[config.mk]
export PLATFORM = sky130hd
export DESIGN_NAME = fifo_hex_overlay
export DESIGN_NICKNAME = d
export VERILOG_FILES = /design/src/rtl/fifo_hex_overlay.sv
export SDC_FILE = /design/constraint.sdc
export NUM_CORES = 1
export LEC_CHECK = 0
export ABC_CLOCK_PERIOD_IN_PS = 14600
export CORE_MARGIN = 8
export CORE_UTILIZATION = 40
export DETAILED_ROUTE_END_ITERATION = 16
export PLACE_DENSITY = 0.66
export SYNTH_ARGS = -nofsm -noshare
export SYNTH_HDL_FRONTEND = slang
export SYNTH_SLANG_ARGS = --single-unit
[constraint.sdc]
create_clock -name i_clk -period 14.6 [get_ports i_clk]
set_input_delay 2.92 -clock i_clk [delete_from_list [all_inputs] [get_ports i_clk]]
set_output_delay 2.92 -clock i_clk [all_outputs]
set_load 0.05 [all_outputs]
[src/rtl/fifo_hex_overlay.sv]
// fifo_hex_overlay
//   Text overlay that renders the live contents of a ufifo as rows of hex
//   numbers, head entry first. Sits between the VGA timing generator and the
//   RGB mux. Each FIFO entry occupies a slot of 2**SLOT_LG character cells.
//   The leftmost DIGITS cells of a slot hold the hex digits, MSB nibble first.
//   The remaining cells of the slot are blank.
//
// Ports
//   i_clk, i_rst       pixel clock, asynchronous active-high reset
//   i_px_x, i_px_y     current pixel coordinates
//   i_frame_tick       one pulse per frame; advances the blink counter
//   o_dmp_pos          FIFO dump position (valid one cycle after the pixel)
//   i_dmp_data/valid   combinational FIFO answer for o_dmp_pos
//   o_rom_addr         font ROM address {char, glyph row}
//   o_rom_bit          glyph column, bit 7 is the leftmost pixel
//   i_rom_data         font pixel, one cycle after the address
//   o_on, o_rgb        overlay-active flag and colour, 4 clocks after the pixel
module fifo_hex_overlay #(
    parameter int         DATA_W   = 8,
    parameter int         LGFLEN   = 5,
    parameter int         PL_LG    = 4,
    parameter int         SLOT_LG  = 2,
    parameter int         ORG_C    = 8,
    parameter int         ORG_R    = 1,
    parameter logic [2:0] FG_RGB   = 3'b001,
    parameter logic [2:0] BG_RGB   = 3'b110,
    parameter logic [2:0] HEAD_RGB = 3'b100,
    parameter int         BLINK_LG = 5
) (
    input  logic              i_clk,
    input  logic              i_rst,
    input  logic [9:0]        i_px_x,
    input  logic [9:0]        i_px_y,
    input  logic              i_frame_tick,
    output logic [LGFLEN-1:0] o_dmp_pos,
    input  logic [DATA_W-1:0] i_dmp_data,
    input  logic              i_dmp_valid,
    output logic [10:0]       o_rom_addr,
    output logic [2:0]        o_rom_bit,
    input  logic              i_rom_data,
    output logic              o_on,
    output logic [2:0]        o_rgb
);

    localparam int DIGITS   = DATA_W / 4;
    localparam int DEPTH    = 1 << LGFLEN;
    localparam int PER_LINE = 1 << PL_LG;
    localparam int LINES    = (DEPTH + PER_LINE - 1) / PER_LINE;
    localparam int COLS     = PER_LINE << SLOT_LG;

    // ---------------- S0: pixel capture ----------------
    logic [9:0] x0, y0;

    always_ff @(posedge i_clk or posedge i_rst) begin
        if (i_rst) begin
            x0 <= '0;
            y0 <= '0;
        end else begin
            x0 <= i_px_x;
            y0 <= i_px_y;
        end
    end

    // ---------------- cell decode ----------------
    // Arithmetic is done 32 bits wide so that pixels left of / above the
    // origin wrap to huge values and fall out of the range compares.
    logic [31:0]        c, r, rc, rr, slot, pos_full;
    logic [SLOT_LG-1:0] d;
    logic               in_reg, pos_ok, show;
    logic [3:0]         nib;
    logic [7:0]         ch;

    assign c        = {25'd0, x0[9:3]};
    assign r        = {25'd0, y0[9:3]};
    assign rc       = c - 32'(ORG_C);
    assign rr       = r - 32'(ORG_R);
    assign in_reg   = (c >= 32'(ORG_C)) && (rc < 32'(COLS)) &&
                      (r >= 32'(ORG_R)) && (rr < 32'(LINES));
    assign slot     = rc >> SLOT_LG;
    assign d        = rc[SLOT_LG-1:0];
    assign pos_full = (rr << PL_LG) + slot;
    assign pos_ok   = pos_full < 32'(DEPTH);
    assign o_dmp_pos = pos_full[LGFLEN-1:0];

    // Cell d shows nibble DIGITS-1-d so the MSB nibble lands leftmost.
    always_comb begin
        nib = '0;
        for (int k = 0; k < DIGITS; k++)
            if (32'(d) == 32'(DIGITS - 1 - k))
                nib = i_dmp_data[k*4 +: 4];
    end

    assign show = in_reg && pos_ok && i_dmp_valid && (32'(d) < 32'(DIGITS));

    always_comb begin
        ch = 8'h00;
        if (show)
            ch = (nib < 4'd10) ? 8'h30 + {4'h0, nib} : 8'h37 + {4'h0, nib};
    end

    // ---------------- S1: char / glyph coordinates ----------------
    logic [7:0] char1;
    logic [2:0] row1, bit1;
    logic       show1, on1, head1;

    always_ff @(posedge i_clk or posedge i_rst) begin
        if (i_rst) begin
            char1 <= '0;
            row1  <= '0;
            bit1  <= '0;
            show1 <= 1'b0;
            on1   <= 1'b0;
            head1 <= 1'b0;
        end else begin
            char1 <= ch;
            row1  <= y0[2:0];
            bit1  <= x0[2:0];
            show1 <= show;
            on1   <= in_reg;
            head1 <= (o_dmp_pos == '0);
        end
    end

    assign o_rom_addr = {char1, row1};
    assign o_rom_bit  = ~bit1;

    // ---------------- S2: align flags with the ROM read ----------------
    logic show2, on2, head2;

    always_ff @(posedge i_clk or posedge i_rst) begin
        if (i_rst) begin
            show2 <= 1'b0;
            on2   <= 1'b0;
            head2 <= 1'b0;
        end else begin
            show2 <= show1;
            on2   <= on1;
            head2 <= head1;
        end
    end

    // ---------------- blink phase ----------------
    logic [BLINK_LG-1:0] blink_cnt;
    logic                blink;

    always_ff @(posedge i_clk or posedge i_rst) begin
        if (i_rst)
            blink_cnt <= '0;
        else if (i_frame_tick)
            blink_cnt <= blink_cnt + 1'b1;
    end

    assign blink = blink_cnt[BLINK_LG-1];

    // ---------------- S3: output colour ----------------
    always_ff @(posedge i_clk or posedge i_rst) begin
        if (i_rst) begin
            o_on  <= 1'b0;
            o_rgb <= '0;
        end else begin
            o_on <= on2;
            if (!show2 || !i_rom_data)
                o_rgb <= BG_RGB;
            else if (head2 && blink)
                o_rgb <= HEAD_RGB;
            else
                o_rgb <= FG_RGB;
        end
    end

endmodule

Word-level counts from Yosys, hierarchy flattened. Cells that the tools add are included.

Add/sub/neg operators: 6. Bitwise operators: 1. Mux-type cells: 6. Reduce and logical (&&, ||, !) cells: 12. Order comparisons: 7. Eq/ne operators: 1. Multipliers: 0. Divide/modulo/power cells: 0. Shift operators: 0.

Operators by type and width (count): adder 12 x 31 -> 32 bit (1); less-than comparator 32 x 2 -> 1 bit (second input constant) (1); less-than comparator 32 x 6 -> 1 bit (second input constant) (1); less-than comparator 32 x 7 -> 1 bit (second input constant) (1); adder 6 x 4 -> 7 bit (first input constant) (2); two-way mux 7 bit (2); two-way mux 4 bit (2); subtractor 7 x 1 -> 8 bit (second input constant) (1); subtractor 7 x 4 -> 8 bit (second input constant) (1); >= comparator 7 x 1 -> 1 bit (second input constant) (1); >= comparator 7 x 4 -> 1 bit (second input constant) (1); logical AND 1 bit (7); two-way mux 3 bit (2); adder 5 x 1 -> 5 bit (second input constant) (1); zero test 5 bit (1); less-than comparator 4 bit (second input constant) (1); NOT 3 bit (1); == test 2 x 1 -> 1 bit (second input constant) (1); zero test 1 bit (2); zero test 2 bit (1); less-than comparator 2 bit (second input constant) (1); logical OR 1 bit (1).

Flip-flop bits (word level): 49. Logic and storage cells: 47. Output and inout bits: 23. Input port bits: 33. Memory bits (writable): 0. Memories kept: 0. Memory bits (read-only): 0. Latch bits: 0.

Depth between registers and ports, before layout. Gate-level depths: netlist of the first run.

Depth after elaboration: 9. Mapped depth: 19. Gate-level depth less buffers: 18.

Worst setup path after synthesis of the first run. OpenSTA, ideal clock, no wires.

Path type: register to register. Start: register x0[6]. End: register char1[4]. Path buffers: 1. Arrival time: 4.656 ns. Data required time: 14.505 ns. Setup time: 0.095 ns. Setup slack: 9.849 ns. Clock period less this slack: 4.751 ns. Cell stages (with the launch flop): 20. Path through: dfrtp_1 inv_1 ha_1 or3b_2 inv_1 ha_1 a21oi_1 nor2b_1 a311o_1 a21o_1 a21oi_1 o21ba_2 fa_1 nor4bb_1 o311ai_0 nor4_1 o311ai_1 or4_1 clkbuf_2 nor4b_2.

Longest elaborated chain between the ends: 9. Elaborated cells on any way between the ends: 12. Classes of those cells: 2 x add/sub; 3 x order compare; 1 x mux; 6 x reduce/logical.

Ends and longest elaborated chain: start: declaration (line 52) `logic [9:0] x0, y0;`; start signal: assignment (line 59) `x0 <= i_px_x;`; subtractor 7 x 4 -> 8 bit (*) (line 75) `assign rc = c - 32'(ORG_C);`; net rc[3] (line 67) `logic [31:0] c, r, rc, rr, slot, pos_full;`; branches (longest 4 deep; another with adder 12 x 31 -> 32 bit); logical AND 1 bit (*) (3 in series) (line 93) `assign show = in_reg && pos_ok && i_dmp_valid && (32'(d) < 32'(DIGITS));`; two-way mux 7 bit (*) (line 97) `if (show)`; net ch[4] (line 71) `logic [7:0] ch;`; end signal: assignment (line 115) `char1 <= ch;`; end: declaration (line 102) `logic [7:0] char1;`.

Mark *: on every way through the listed nets, which the timed path passes. A chain may end at the register's enable or synchronous reset.

Worst setup path in the final report of the first run.
Start: register x0[6]. End: register char1[6].

Longest elaborated chain between the ends: 9. Elaborated cells on any way between the ends: 12. Classes of those cells: 2 x add/sub; 3 x order compare; 1 x mux; 6 x reduce/logical.

Ends and longest elaborated chain (line): branches (longest 5 deep; another with adder 12 x 31 -> 32 bit); logical AND 1 bit (*) (3 in series) (93); two-way mux 7 bit (*) (97); net ch[6] (71).

Marked as above.

==> impl_summary.md, run 1 <==
Status
The flow ran to the end, and the final reports show no timing, DRC or antenna violations.

Global routing
The all-layer global routing usage is 0.112. The first global-routing pass estimated 7830 um of wire. The number of antenna violations at the first check in global routing is 0.

The number of global-route vias before repair is 1647. Entering global routing, the biggest net connects 49 pins. The overflow left after global routing is 0.

Worst setup path
STA classifies the critical path startpoint as a flop. The maximum net fanout on the critical path is 12. STA puts the critical path data required time at 14.80 ns.

The most critical setup path has its startpoint at x0[6]. The startpoint identified for the worst register-to-register timing path is x0[6]. STA puts the critical path data arrival time at 5.48 ns. The path type of the worst setup path is reg2reg. The worst setup path is captured at a flop.

STA
The worst clock skew is 0.00851 ns. In the post-route analysis, the smallest setup slack over all paths is 9.32 ns. The timing-limited maximum frequency is 189 MHz. The worst hold-check slack is 0.350 ns. The number of failing hold endpoints at the final stage was 0. The number of slew-limit violations in the final report is 0. The worst slew margin relative to its limit is 0.373. The minimum clock period is approximately 5.3 ns. The setup violation total in the final timing report is 0. At the pin with the least slew margin, the transition time is 0.939 ns. Setup repair after global routing left no endpoint under its margin. The post-route setup TNS is 0 ns.

The portion of the clock cycle consumed by the worst path in the final layout is 0.362.

Floorplan
The floorplan die area is 0.00865 mm^2. In this run the vertical extent of the chip is 93.0 um. After floorplanning, the core was divided into 28 placement rows. In this run the horizontal extent of the chip is about 93 um. In this run the count of I/O pins placed on the die edge is 56. The placeable core region is a little under 0.006 mm^2. The initial core utilization is 0.408.

Clock tree
The number of gates resized after CTS was 0. Clock-pin slew was measured on the worst setup and hold paths at 0.09 ns. For this design, the sink count on the clock tree is 48. The clock tree synthesis step divided the H-tree into 2 levels. The clock passes through at most 2 buffers. The number of hold buffers added after CTS is 0. After clock tree synthesis, the setup repair step added 0 buffers. The cell chosen for the clock root is sky130_fd_sc_hd__clkbuf_8. The clock reaches the later pin of the worst-skew pair after approximately 0.30 ns. TritonCTS created 5 clock buffers. The CTS tree is built.

Place
The number of port buffers is 54. Routability-driven placement finished with a final weighted congestion of approximately 0.83. At the placement stage, the worst setup path has a slack of about 9.4 ns.

The placed instance area is 0.00296 mm^2. Detailed placement finished with a half-perimeter wire length of 3520 um.

Yosys
Synthesis produced a netlist whose cell count is 194. The number of warnings printed during yosys synthesis is 0. Of the total synthesized cell area, the portion taken by AND, OR, NAND and NOR gates is 0.145. The synthesized design contains 48 register bits. Measured against the total synthesized area, the mux share comes to 0.0264. By area, the combinational part of the netlist is dominated by simple AND/OR/NAND/NOR gates. The synthesized netlist occupies a cell area of 0.00237 mm^2.

The most frequently used flop master after synthesis is sky130_fd_sc_hd__dfrtp_1. The fraction of the mapped netlist area in compound gates came to 0.0923. The number of enable-type register cells in the synthesized netlist is 0.

Of the total synthesized cell area, the portion taken by XOR and XNOR cells is 0.0517. The number of distinct library cells after synthesis is 44. Dividing the synthesized area by the synthesized cell count gives between 10 and 15 um^2. The post-synthesis adder-cell area fraction is 0.128. The synthesized net count is 247. For this run, asynchronously set or reset flops after synthesis account for 1.00. The sequential area share after synthesis is 0.506.

Run
Max-cap violations in this run came to 0.

Route
The routed design has 4430 um of wire. The number of nets still failing antenna checks after routing is 0. The vias per cell is about 4.8. The average routed wire per standard cell is 13.7 um. In the detailed route, the total length drawn on met3 is 404 um. The residual DRC count is 0.

The wire length on met2 is 1980 um. The via total after detailed routing is 1557. The detailed router put a total of 1990 um of wire on met1. The pre-antenna-repair detailed-routing pass consisted of 4 iterations. The highest routed metal layer is met4.

The number of DRC markers in iteration 0 is 54.

Power and ir drop
The internal portion of the total power is approximately 230 uW. Dividing total power by cell area gives a power density of approximately 100 mW/mm^2. The combinational power share is 0.186. VDD sags by at most around 0.071 mV. The leakage power is 0.00131 uW. The fraction of power spent switching nets is 0.260. The share of total power dissipated in the clock network is 0.319. In this run the power spent charging and discharging nets is approximately 80 uW. The sequential power share is 0.495. The design draws 308 uW.

Hold path
The min-delay analysis places its worst path in the category reg2reg. The worst hold path begins at y0[0].

Final layout
The number of antenna repair diodes is 0. Summing all non-filler instances in the final layout gives an area of 0.00308 mm^2. The fraction of final layout cells with drive strength greater than 1 is 0.0924.

Fill cells in the final layout number between 500 and 600. The final net count is 301. The area growth from synthesis to layout is 29.7%.
metrics by stage:
step / instances / utilization
floorplan: 194 / -
global placement: 316 / 0.508
detailed placement: 316 / 0.508
CTS: 324 / 0.529
global route: 324 / 0.529
finish: 324 / 0.529
metal layers:
layer | up-vias | GRT usage
li1 | 772 | -
met1 | 715 | 0.135
met2 | 63 | 0.173
met3 | 7 | 0.0473
met4 | 0 | 0.0403
met5 | - | 0
placed cells by master (no fill, tap or decap), types with 2 or more instances in the layout:
cell type	count
sky130_fd_sc_hd__nand3_1	3
sky130_fd_sc_hd__clkbuf_8	6
sky130_fd_sc_hd__mux2_2	2
sky130_fd_sc_hd__ha_1	13
sky130_fd_sc_hd__a21o_1	3
sky130_fd_sc_hd__nand4_1	2
sky130_fd_sc_hd__nor2_1	13
sky130_fd_sc_hd__nor2b_1	4
sky130_fd_sc_hd__mux2i_1	4
sky130_fd_sc_hd__fa_1	7
sky130_fd_sc_hd__a211oi_1	2
sky130_fd_sc_hd__inv_1	15
sky130_fd_sc_hd__nand2_1	7
sky130_fd_sc_hd__o211ai_1	2
sky130_fd_sc_hd__clkdlybuf4s50_1	54
sky130_fd_sc_hd__or4_1	3
sky130_fd_sc_hd__o21ai_0	2
sky130_fd_sc_hd__nor3_1	4
sky130_fd_sc_hd__nor4_1	4
sky130_fd_sc_hd__nor4_2	4
sky130_fd_sc_hd__or2_2	2
sky130_fd_sc_hd__a2111oi_4	2
sky130_fd_sc_hd__a21oi_1	8
sky130_fd_sc_hd__nor4b_1	2
sky130_fd_sc_hd__xnor2_1	8
sky130_fd_sc_hd__xor2_1	6
sky130_fd_sc_hd__dfrtp_1	48
flip-flops by register name (all words and copies together) (netlist names):
| signal | count |
|---|---|
| bit1 | 3 |
| blink_cnt | 5 |
| char1 | 7 |
| head1 | 1 |
| head2 | 1 |
| o_on | 1 |
| o_rgb | 3 |
| on1 | 1 |
| on2 | 1 |
| row1 | 3 |
| show1 | 1 |
| show2 | 1 |
| x0 | 10 |
| y0 | 10 |
path summary, 6_finish.rpt:
| kind | slack, ns | cells after the start | endpoint |
|---|---|---|---|
| setup / recovery | 9.32 | 18 | char1[6] |
| hold / removal | 0.35 | 0 | row1[0] |
| setup reg to reg | 9.32 | 18 | char1[6] |
| hold reg to reg | 0.35 | 0 | row1[0] |
| max in group asynchronous | 10.87 | 2 | char1[0] |
| min in group asynchronous | 3.15 | 2 | x0[1] |
logic make-up (layout without fill, tap and decap cells):
| logic type | Yosys count | after routing |
|---|---|---|
| xor+xnor | 14 | 14 |
| other cells | 1 | 1 |
| mux | 6 | 6 |
| simple gates | 55 | 55 |
| compound gates | 26 | 26 |
| buf+inv | 24 | 79 |
| fa+ha+maj | 20 | 20 |
| flops | 48 | 48 |
critical path, cell delays in order, from the launching register on:
cell                       delay, ns
sky130_fd_sc_hd__dfrtp_1        0.40
sky130_fd_sc_hd__inv_1          0.08
sky130_fd_sc_hd__ha_1           0.17
sky130_fd_sc_hd__or3b_2         0.57
sky130_fd_sc_hd__inv_1          0.43
sky130_fd_sc_hd__ha_1           0.38
sky130_fd_sc_hd__a21oi_1        0.18
sky130_fd_sc_hd__nor2b_1        0.06
sky130_fd_sc_hd__a311o_1        0.36
sky130_fd_sc_hd__a21o_1         0.19
sky130_fd_sc_hd__a21oi_1        0.22
sky130_fd_sc_hd__o21ba_2        0.19
sky130_fd_sc_hd__fa_1           0.15
sky130_fd_sc_hd__nor4bb_1       0.26
sky130_fd_sc_hd__o311ai_0       0.18
sky130_fd_sc_hd__nor4_1         0.29
sky130_fd_sc_hd__o311ai_1       0.13
sky130_fd_sc_hd__or4_1          0.65
sky130_fd_sc_hd__nor4_2         0.28
cells in the mapped netlist (5+ instances only):
cell / n / area [um^2]
sky130_fd_sc_hd__buf_4: 5 / 37.5
sky130_fd_sc_hd__xnor2_1: 8 / 70.1
sky130_fd_sc_hd__dfrtp_1: 48 / 1200
sky130_fd_sc_hd__xor2_1: 6 / 52.6
sky130_fd_sc_hd__a21oi_1: 8 / 40.0
sky130_fd_sc_hd__nand2_1: 7 / 26.3
sky130_fd_sc_hd__nor2_1: 13 / 48.8
sky130_fd_sc_hd__fa_1: 7 / 140
sky130_fd_sc_hd__ha_1: 13 / 163
sky130_fd_sc_hd__inv_1: 16 / 60.1
power groups by stage:
stage / Sequential (uW) / Clock, uW / Combinational (uW)
2_1_floorplan: 154 / 0 / 38.9
3_3_place_gp: 155 / 0 / 56.9
3_5_place_dp: 155 / 0 / 58.0
4_1_cts: 153 / 101 / 57.9
5_1_grt: 154 / 109 / 63.4
6_report: 153 / 98.2 / 57.1
cell type report:
cell class	instances	area [um^2]	area share
multi-input cells	122	1050	0.342
flip-flops and latches	48	1200	0.390
clock inverters	2	38.8	0.0126
clock buffers	6	82.6	0.0268
well taps	75	93.8	0.0305
inverters	16	60.1	0.0195
repair buffers	55	548	0.178
Note: power is estimated with default switching activity, not from simulation.
==> inputs of run 2 (changes only) <==
ABC_CLOCK_PERIOD_IN_PS = 5200   (was 14600)
clock period = 5.2 ns   (was 14.6 ns; I/O delays follow)
==> run 2 against run 1 <==
  * Worst setup slack worse by 9.0 ns
  * First-iteration DRC count is 56% higher
  * Clock skew is 0.00099 ns lower
  * Via count is 0.96% higher
  * Highest routed layer unchanged
  * Wire length is 1.3% higher
  * Critical endpoint unchanged
  * Register-to-register slack worse by 9.0 ns
==> impl_summary.md, run 2 (synthesis gave the netlist of run 1 again) <==
Power and ir drop
The final total power came to 844 uW (was 308 uW). The maximum vdd ir drop was 0.224 mV (was 0.0710 mV). The ratio of total power to cell area is 274 mW/mm^2 (was 100 mW/mm^2).

The leakage power was 0.00131 uW (about the same).

STA
The worst slew margin relative to its limit is 0.375 (was 0.373). The post-route setup TNS is 0 ns (unchanged). Setup repair after global routing missed its margin: no (unchanged).

The number of slew-limit violations in the final report is 0 (unchanged). The number of failing hold endpoints at the final stage is 0 (unchanged). The worst hold-check slack is 0.351 ns (was 0.350 ns).

The minimum clock period is 4.85 ns (was 5.28 ns). The portion of the clock cycle consumed by the worst path in the final layout was 0.932 (was 0.362). The actual slew at the worst max-slew pin is 0.937 ns (was 0.939 ns). The setup violation total in the final timing report came to 0 (unchanged). The worst clock skew is 0.00752 ns (was 0.00851 ns).

The timing-limited maximum frequency came to 206 MHz (was 189 MHz).

Floorplan
The die height was 93.0 um (unchanged). The die extent in x is 93.0 um (unchanged). The floorplan die area is 0.00865 mm^2 (unchanged). The initial core utilization was 0.408 (unchanged).

The I/O pin count came to 56 (unchanged). The number of placement rows was 28 (unchanged). The placeable core region is 0.00582 mm^2 (unchanged).

Final layout
The fraction of final layout cells with drive strength greater than 1 is 0.0960 (was 0.0924). The final net count was 302 (was 301). Top library cells by usage in the layout, fill and taps aside: sky130_fd_sc_hd__clkdlybuf4s50_1 (54), sky130_fd_sc_hd__dfrtp_1 (48), sky130_fd_sc_hd__inv_1 (15) (unchanged).

The area growth from synthesis to layout is 29.6% (was 29.7%). The number of antenna repair diodes is 0 (unchanged). The most common library cell in the layout ignoring fill and taps is sky130_fd_sc_hd__clkdlybuf4s50_1 (unchanged). Leading registers by flop count: x0: 10 flops, y0: 10 flops, char1: 7 flops (unchanged). The number of fillers in the final layout is 541 (was 532).

Clock tree
The number of buffers inserted by post-CTS setup repair is 0 (unchanged). The level count of the clock H-tree is 2 (unchanged). The cell chosen for the clock root is sky130_fd_sc_hd__clkbuf_8 (unchanged). The CTS tree is built (unchanged). The clock network latency to the later pin of the worst-skew pair was 0.29 ns (was 0.30 ns). The number of hold buffers added after CTS is 0 (unchanged). The number of buffers added by the clock tree synthesis step is 5 (unchanged).

The clock-pin slew reported for the worst setup and hold paths after clock tree synthesis was 0.08 ns (was 0.09 ns). The number of sinks driven by the clock tree is 48 (unchanged). The deepest clock path buffer count is 2 (unchanged).

Hold path
The worst hold path class is reg2reg (unchanged).

Route
The vias per cell is 4.84 (was 4.81). The number of optimization iterations in the first detailed-route pass is 4 (unchanged). The wire length reported by the detailed router is 4490 um (was 4430 um). The number of DRC markers in iteration 0 was 84 (was 54).

The number of nets still failing antenna checks after routing is 0 (unchanged). The average routed wire per standard cell is 13.8 um (was 13.7 um). The residual DRC count came to 0 (unchanged). The via total after detailed routing is 1572 (was 1557).

Status
Run status: finished clean (unchanged).

Run
The max-cap check violation count is 0 (unchanged).

Global routing
The overflow left after global routing came to 0 (unchanged). The number of global-route vias before repair is 1541 (was 1647). The number of antenna violations at the first check in global routing is 0 (unchanged). The pin count of the biggest net entering global routing is 49 (unchanged). The global-route wire length before repair was 7330 um (was 7830 um). The all-layer global routing usage was 0.106 (was 0.112).

Worst setup path
Cell breakdown of the critical path: inv_1 > ha_1 > or3b_2 > inv_1 > ha_1 > a21oi_1 > nor2b_1 > a311o_1 > a21o_1 > a21oi_1 > o21ba_2 > fa_1 > nor4bb_1 > o311ai_0 > nor4_1 > o311ai_1 > or4_4 > nor4_2 (was inv_1 > ha_1 > or3b_2 > inv_1 > ha_1 > a21oi_1 > nor2b_1 > a311o_1 > a21o_1 > a21oi_1 > o21ba_2 > fa_1 > nor4bb_1 > o311ai_0 > nor4_1 > o311ai_1 > or4_1 > nor4_2). The nature of the critical path endpoint is a flop (unchanged). The slowest cell on the critical path is sky130_fd_sc_hd__or3b_2 (was sky130_fd_sc_hd__or4_1).

The cell class contributing the biggest share of worst-path delay is simple AND/OR/NAND/NOR gates (unchanged). The sort of element at the start of the critical path is a flop (unchanged). The critical path required time is 5.40 ns (was 14.80 ns). The data arrival time at the worst-slack endpoint is 5.04 ns (was 5.48 ns). The maximum net fanout on the critical path was 8 (was 12). The count of buffering cells on the critical path with inverters included is 2 (unchanged). The highest cell delay on the worst timing path is 0.56 ns (was 0.65 ns). The path type of the worst setup path is reg2reg (unchanged).

Place
The number of port buffers is 54 (unchanged). The routability congestion estimate is 0.840 (was 0.829). The half-perimeter wire length of the detailed placement result is 3640 um (was 3520 um).
-- run 2: changes by cell type in the layout (fill, tap and decap cells not counted), sizes merged --
cell  delta
buf      +1
-- run 2: through the flow --
stage | area, um^2 | std cells | utilization | setup WS [ns]
5_1_grt | 3080 | 325 | 0.529 | 0.0648
3_5_place_dp | 2960 | 317 | 0.510 | 0.239
4_1_cts | 3070 | 325 | 0.528 | 0.226
2_1_floorplan | 2370 | 194 | - | 0.449
6_report | 3080 | 325 | 0.529 | 0.354
3_3_place_gp | 2960 | 317 | 0.510 | 0.441
-- run 2: report_power, final --
part           switching, uW  internal [uW]
Combinational           85.1           78.3
Clock                    111            143
Sequential              22.9            404
-- run 2: cell type report --
class	count	area, um^2	area share
tap	75	93.8	0.0305
timing repair buffer	56	556	0.181
clock buffer	6	72.6	0.0236
multi-input combinational	122	1060	0.344
inverter	16	60.1	0.0195
clock inverter	2	35.0	0.0114
sequential	48	1200	0.391
-- run 2: routing by layer --
layer / up-vias / routed length (um) / track usage
li1: 774 / - / -
met4: 0 / 17 / 0.0282
met5: - / 0 / 0
met1: 737 / 1920 / 0.127
met3: 2 / 442 / 0.0457
met2: 59 / 2110 / 0.170
-- run 2: worst paths after layout --
check | cells past startpoint | slack (ns) | startpoint | endpoint
max in group asynchronous | 2 | 3.34 | i_rst | o_rgb[0]
min | 0 | 0.35 | on2 | o_on
max reg2reg | 18 | 0.35 | x0[6] | char1[6]
min reg2reg | 0 | 0.35 | on2 | o_on
min in group asynchronous | 2 | 1.29 | i_rst | x0[1]
max | 18 | 0.35 | x0[6] | char1[6]
-- run 2: worst register-to-register path: cells and delay by family (launching register included) --
family,cells,cell delay (ns)
flip-flops,1,0.40
AO/OA/AOI/OAI,7,1.48
AND/OR/NAND/NOR,6,1.98
adder cells (fa/ha/maj),3,0.63
buffers and inverters,2,0.27
-- run 2: timing repair --
action / CTS / global route
resized for setup: 0 / 1
hold endpoints to repair: 0 / 0
setup endpoints to repair: 0 / 8
==> inputs of run 3 (changes only) <==
CORE_UTILIZATION = 50   (was 40)
PLACE_DENSITY = not set   (was 0.66)
PLACE_DENSITY_LB_ADDON = 0.1   (was not set)
==> run 3 against run 2 <==
  * Clock power hardly changed
  * Combinational power hardly changed
  * Utilization is 13 points higher
  * First-iteration DRC count is 25% lower
  * Design area is 0.65% lower
  * Hold slack hardly changed
  * Sequential power hardly changed
  * Flip-flop and latch count stayed put
  * Worst setup slack better by 0.17 ns
  * Critical path type unchanged
  * Highest routed layer unchanged
==> impl_summary.md, run 3 (synthesis gave the netlist of run 1 again) <==
Worst setup path
The sort of element at the start of the critical path is a flop (unchanged). The critical path required time was 5.40 ns (about the same). The data arrival time at the worst-slack endpoint came to 4.88 ns (was 5.04 ns).

The nature of the critical path endpoint is a flop (unchanged). Cell breakdown of the critical path: inv_1 > ha_1 > or3b_4 > clkinvlp_4 > ha_1 > a21oi_1 > nor2b_1 > a311o_1 > a21o_1 > a21oi_1 > o21ba_2 > fa_1 > nor4bb_1 > o311ai_0 > nor4_1 > o311ai_1 > or4_4 > nor4b_2 (was inv_1 > ha_1 > or3b_2 > inv_1 > ha_1 > a21oi_1 > nor2b_1 > a311o_1 > a21o_1 > a21oi_1 > o21ba_2 > fa_1 > nor4bb_1 > o311ai_0 > nor4_1 > o311ai_1 > or4_4 > nor4_2). The cell class contributing the biggest share of worst-path delay is simple AND/OR/NAND/NOR gates (unchanged).

The path type of the worst setup path is reg2reg (unchanged). The highest cell delay on the worst timing path came to 0.53 ns (was 0.56 ns). The slowest cell on the critical path is sky130_fd_sc_hd__or4_4 (was sky130_fd_sc_hd__or3b_2). The count of buffering cells on the critical path with inverters included came to 2 (unchanged). The maximum net fanout on the critical path is 8 (unchanged).

Route
The number of DRC markers in iteration 0 was 63 (was 84). The via total after detailed routing is 1579 (was 1572). The number of nets still failing antenna checks after routing is 0 (unchanged).

The vias per cell is 5.19 (was 4.84). The residual DRC count is 0 (unchanged). The number of optimization iterations in the first detailed-route pass came to 4 (unchanged). The average routed wire per standard cell is 14.1 um (was 13.8 um).

The wire length reported by the detailed router came to 4290 um (was 4490 um).

Power and ir drop
The clock share of power is 0.303 (was 0.300). The sequential power share is 0.507 (was 0.506). The fraction of power spent switching nets is 0.258 (was 0.259). The combinational power share is 0.190 (was 0.194). The net switching power is 217 uW (was 219 uW).

The final total power is 843 uW (was 844 uW). The ratio of total power to cell area is 276 mW/mm^2 (was 274 mW/mm^2). The maximum vdd ir drop is 0.131 mV (was 0.224 mV).

The leakage power is 0.00130 uW (was 0.00131 uW). The cell-internal power was 625 uW (about the same).

STA
The worst hold-check slack is 0.351 ns (about the same). The timing-limited maximum frequency is 214 MHz (was 206 MHz). The setup violation total in the final timing report is 0 (unchanged). The number of failing hold endpoints at the final stage came to 0 (unchanged). The post-route setup TNS is 0 ns (unchanged). The number of slew-limit violations in the final report is 0 (unchanged). The actual slew at the worst max-slew pin is 0.941 ns (was 0.937 ns).

The worst clock skew was 0.00292 ns (was 0.00752 ns). The portion of the clock cycle consumed by the worst path in the final layout was 0.900 (was 0.932). Setup repair after global routing missed its margin: no (unchanged). The worst slew margin relative to its limit is 0.372 (was 0.375). The minimum clock period came to 4.68 ns (was 4.85 ns).

Clock tree
The clock-pin slew reported for the worst setup and hold paths after clock tree synthesis is 0.08 ns (about the same). The clock network latency to the later pin of the worst-skew pair came to 0.29 ns (about the same). The number of buffers added by the clock tree synthesis step is 5 (unchanged). The cell chosen for the clock root was sky130_fd_sc_hd__clkbuf_8 (unchanged). The number of sinks driven by the clock tree is 48 (unchanged). The CTS tree is built (unchanged). The level count of the clock H-tree was 2 (unchanged).

The number of buffers inserted by post-CTS setup repair was 0 (unchanged). The deepest clock path buffer count is 2 (unchanged).

Final layout
The fraction of final layout cells with drive strength greater than 1 is 0.100 (was 0.0960). Leading registers by flop count: x0: 10 flops, y0: 10 flops, char1: 7 flops (unchanged). The final net count is 302 (unchanged). Top library cells by usage in the layout, fill and taps aside: sky130_fd_sc_hd__clkdlybuf4s50_1 (54), sky130_fd_sc_hd__dfrtp_1 (48), sky130_fd_sc_hd__inv_1 (14) (was sky130_fd_sc_hd__clkdlybuf4s50_1 (54), sky130_fd_sc_hd__dfrtp_1 (48), sky130_fd_sc_hd__inv_1 (15)). The area growth from synthesis to layout is 28.8% (was 29.6%). The number of standard cells in the final layout excluding fillers is 304 (was 325). The number of antenna repair diodes is 0 (unchanged).

The most common library cell in the layout ignoring fill and taps is sky130_fd_sc_hd__clkdlybuf4s50_1 (unchanged).

Global routing
The all-layer global routing usage is 0.126 (was 0.106). The number of antenna violations at the first check in global routing is 0 (unchanged). The global-route wire length before repair is 7330 um (about the same).

The pin count of the biggest net entering global routing is 49 (unchanged). The number of global-route vias before repair is 1567 (was 1541). The overflow left after global routing is 0 (unchanged).

Floorplan
The die extent in x is 84.9 um (was 93.0 um). The initial core utilization is 0.509 (was 0.408). The die height was 84.9 um (was 93.0 um). The number of placement rows is 25 (was 28).

The placeable core region was 0.00466 mm^2 (was 0.00582 mm^2). The I/O pin count is 56 (unchanged). The floorplan die area came to 0.00720 mm^2 (was 0.00865 mm^2).

Place
The cell total after placement came to 296 (was 317). The routability congestion estimate came to 0.837 (was 0.840). The half-perimeter wire length of the detailed placement result came to 3290 um (was 3640 um). The number of port buffers is 54 (unchanged).

Hold path
The worst hold path class is reg2reg (unchanged).

Run
The max-cap check violation count is 0 (unchanged).

Status
Run status: finished clean (unchanged).
## run 3: changes by cell type in the layout (fill, tap and decap cells not counted), sizes merged
cell,before,now
clkinvlp,0,1
inv,16,15
## run 3: final timing paths
kind	startpoint	slack, ns	cells past startpoint	end
worst min register to register	x0[2]	0.35	0	bit1[2]
worst max-delay path	x0[6]	0.52	18	char1[4]
worst max register to register	x0[6]	0.52	18	char1[4]
worst min-delay path	x0[2]	0.35	0	bit1[2]
max in group asynchronous	i_rst	3.34	2	x0[9]
min in group asynchronous	i_rst	1.29	2	bit1[1]
## run 3: what timing repair did
action / in CTS / in global routing
hold buffers: 0 / 0
setup endpoints to repair: 0 / 8
gates resized for setup: 0 / 3
hold endpoints to repair: 0 / 0
## run 3: worst reg2reg max path, cell delays in order (launching register included)
cell and delay (ns):
sky130_fd_sc_hd__dfrtp_1 0.40, sky130_fd_sc_hd__inv_1 0.09, sky130_fd_sc_hd__ha_1 0.18, sky130_fd_sc_hd__or3b_4 0.45, sky130_fd_sc_hd__clkinvlp_4 0.17, sky130_fd_sc_hd__ha_1 0.31
sky130_fd_sc_hd__a21oi_1 0.19, sky130_fd_sc_hd__nor2b_1 0.06, sky130_fd_sc_hd__a311o_1 0.36, sky130_fd_sc_hd__a21o_1 0.19, sky130_fd_sc_hd__a21oi_1 0.21, sky130_fd_sc_hd__o21ba_2 0.20
sky130_fd_sc_hd__fa_1 0.16, sky130_fd_sc_hd__nor4bb_1 0.25, sky130_fd_sc_hd__o311ai_0 0.17, sky130_fd_sc_hd__nor4_1 0.29, sky130_fd_sc_hd__o311ai_1 0.13, sky130_fd_sc_hd__or4_4 0.53
sky130_fd_sc_hd__nor4b_2 0.25
## run 3: final cells by class
type | instances | area (um^2)
Sequential cell | 48 | 1200
Clock buffer | 6 | 72.6
Multi-Input combinational cell | 122 | 1060
Fill cell | 359 | 1610
Clock inverter | 2 | 35.0
Inverter | 16 | 63.8
Tap cell | 54 | 67.6
Timing Repair Buffer | 56 | 556
## run 3: power groups by stage
stage          Combinational, uW  Clock [uW]  Sequential (uW)
4_1_cts                      162         263              427
3_3_place_gp                 159           0              434
3_5_place_dp                 160           0              435
6_report                     160         255              427
2_1_floorplan                109           0              434
5_1_grt                      178         280              431
## run 3: through the flow
stage                     utilization  setup slack, ns  area, um^2
after global routing            0.656           0.0883        3060
after CTS                       0.653            0.108        3050
after floorplan                     -            0.449        2370
after global placement          0.630            0.310        2940
after detailed placement        0.630            0.142        2940
final                           0.656            0.522        3060
## run 3: routing by layer
layer  part of all wire  GRT usage
met3              0.044     0.0328
met5                  0          0
met4              0.011     0.0388
met1               0.49      0.170
met2               0.45      0.194
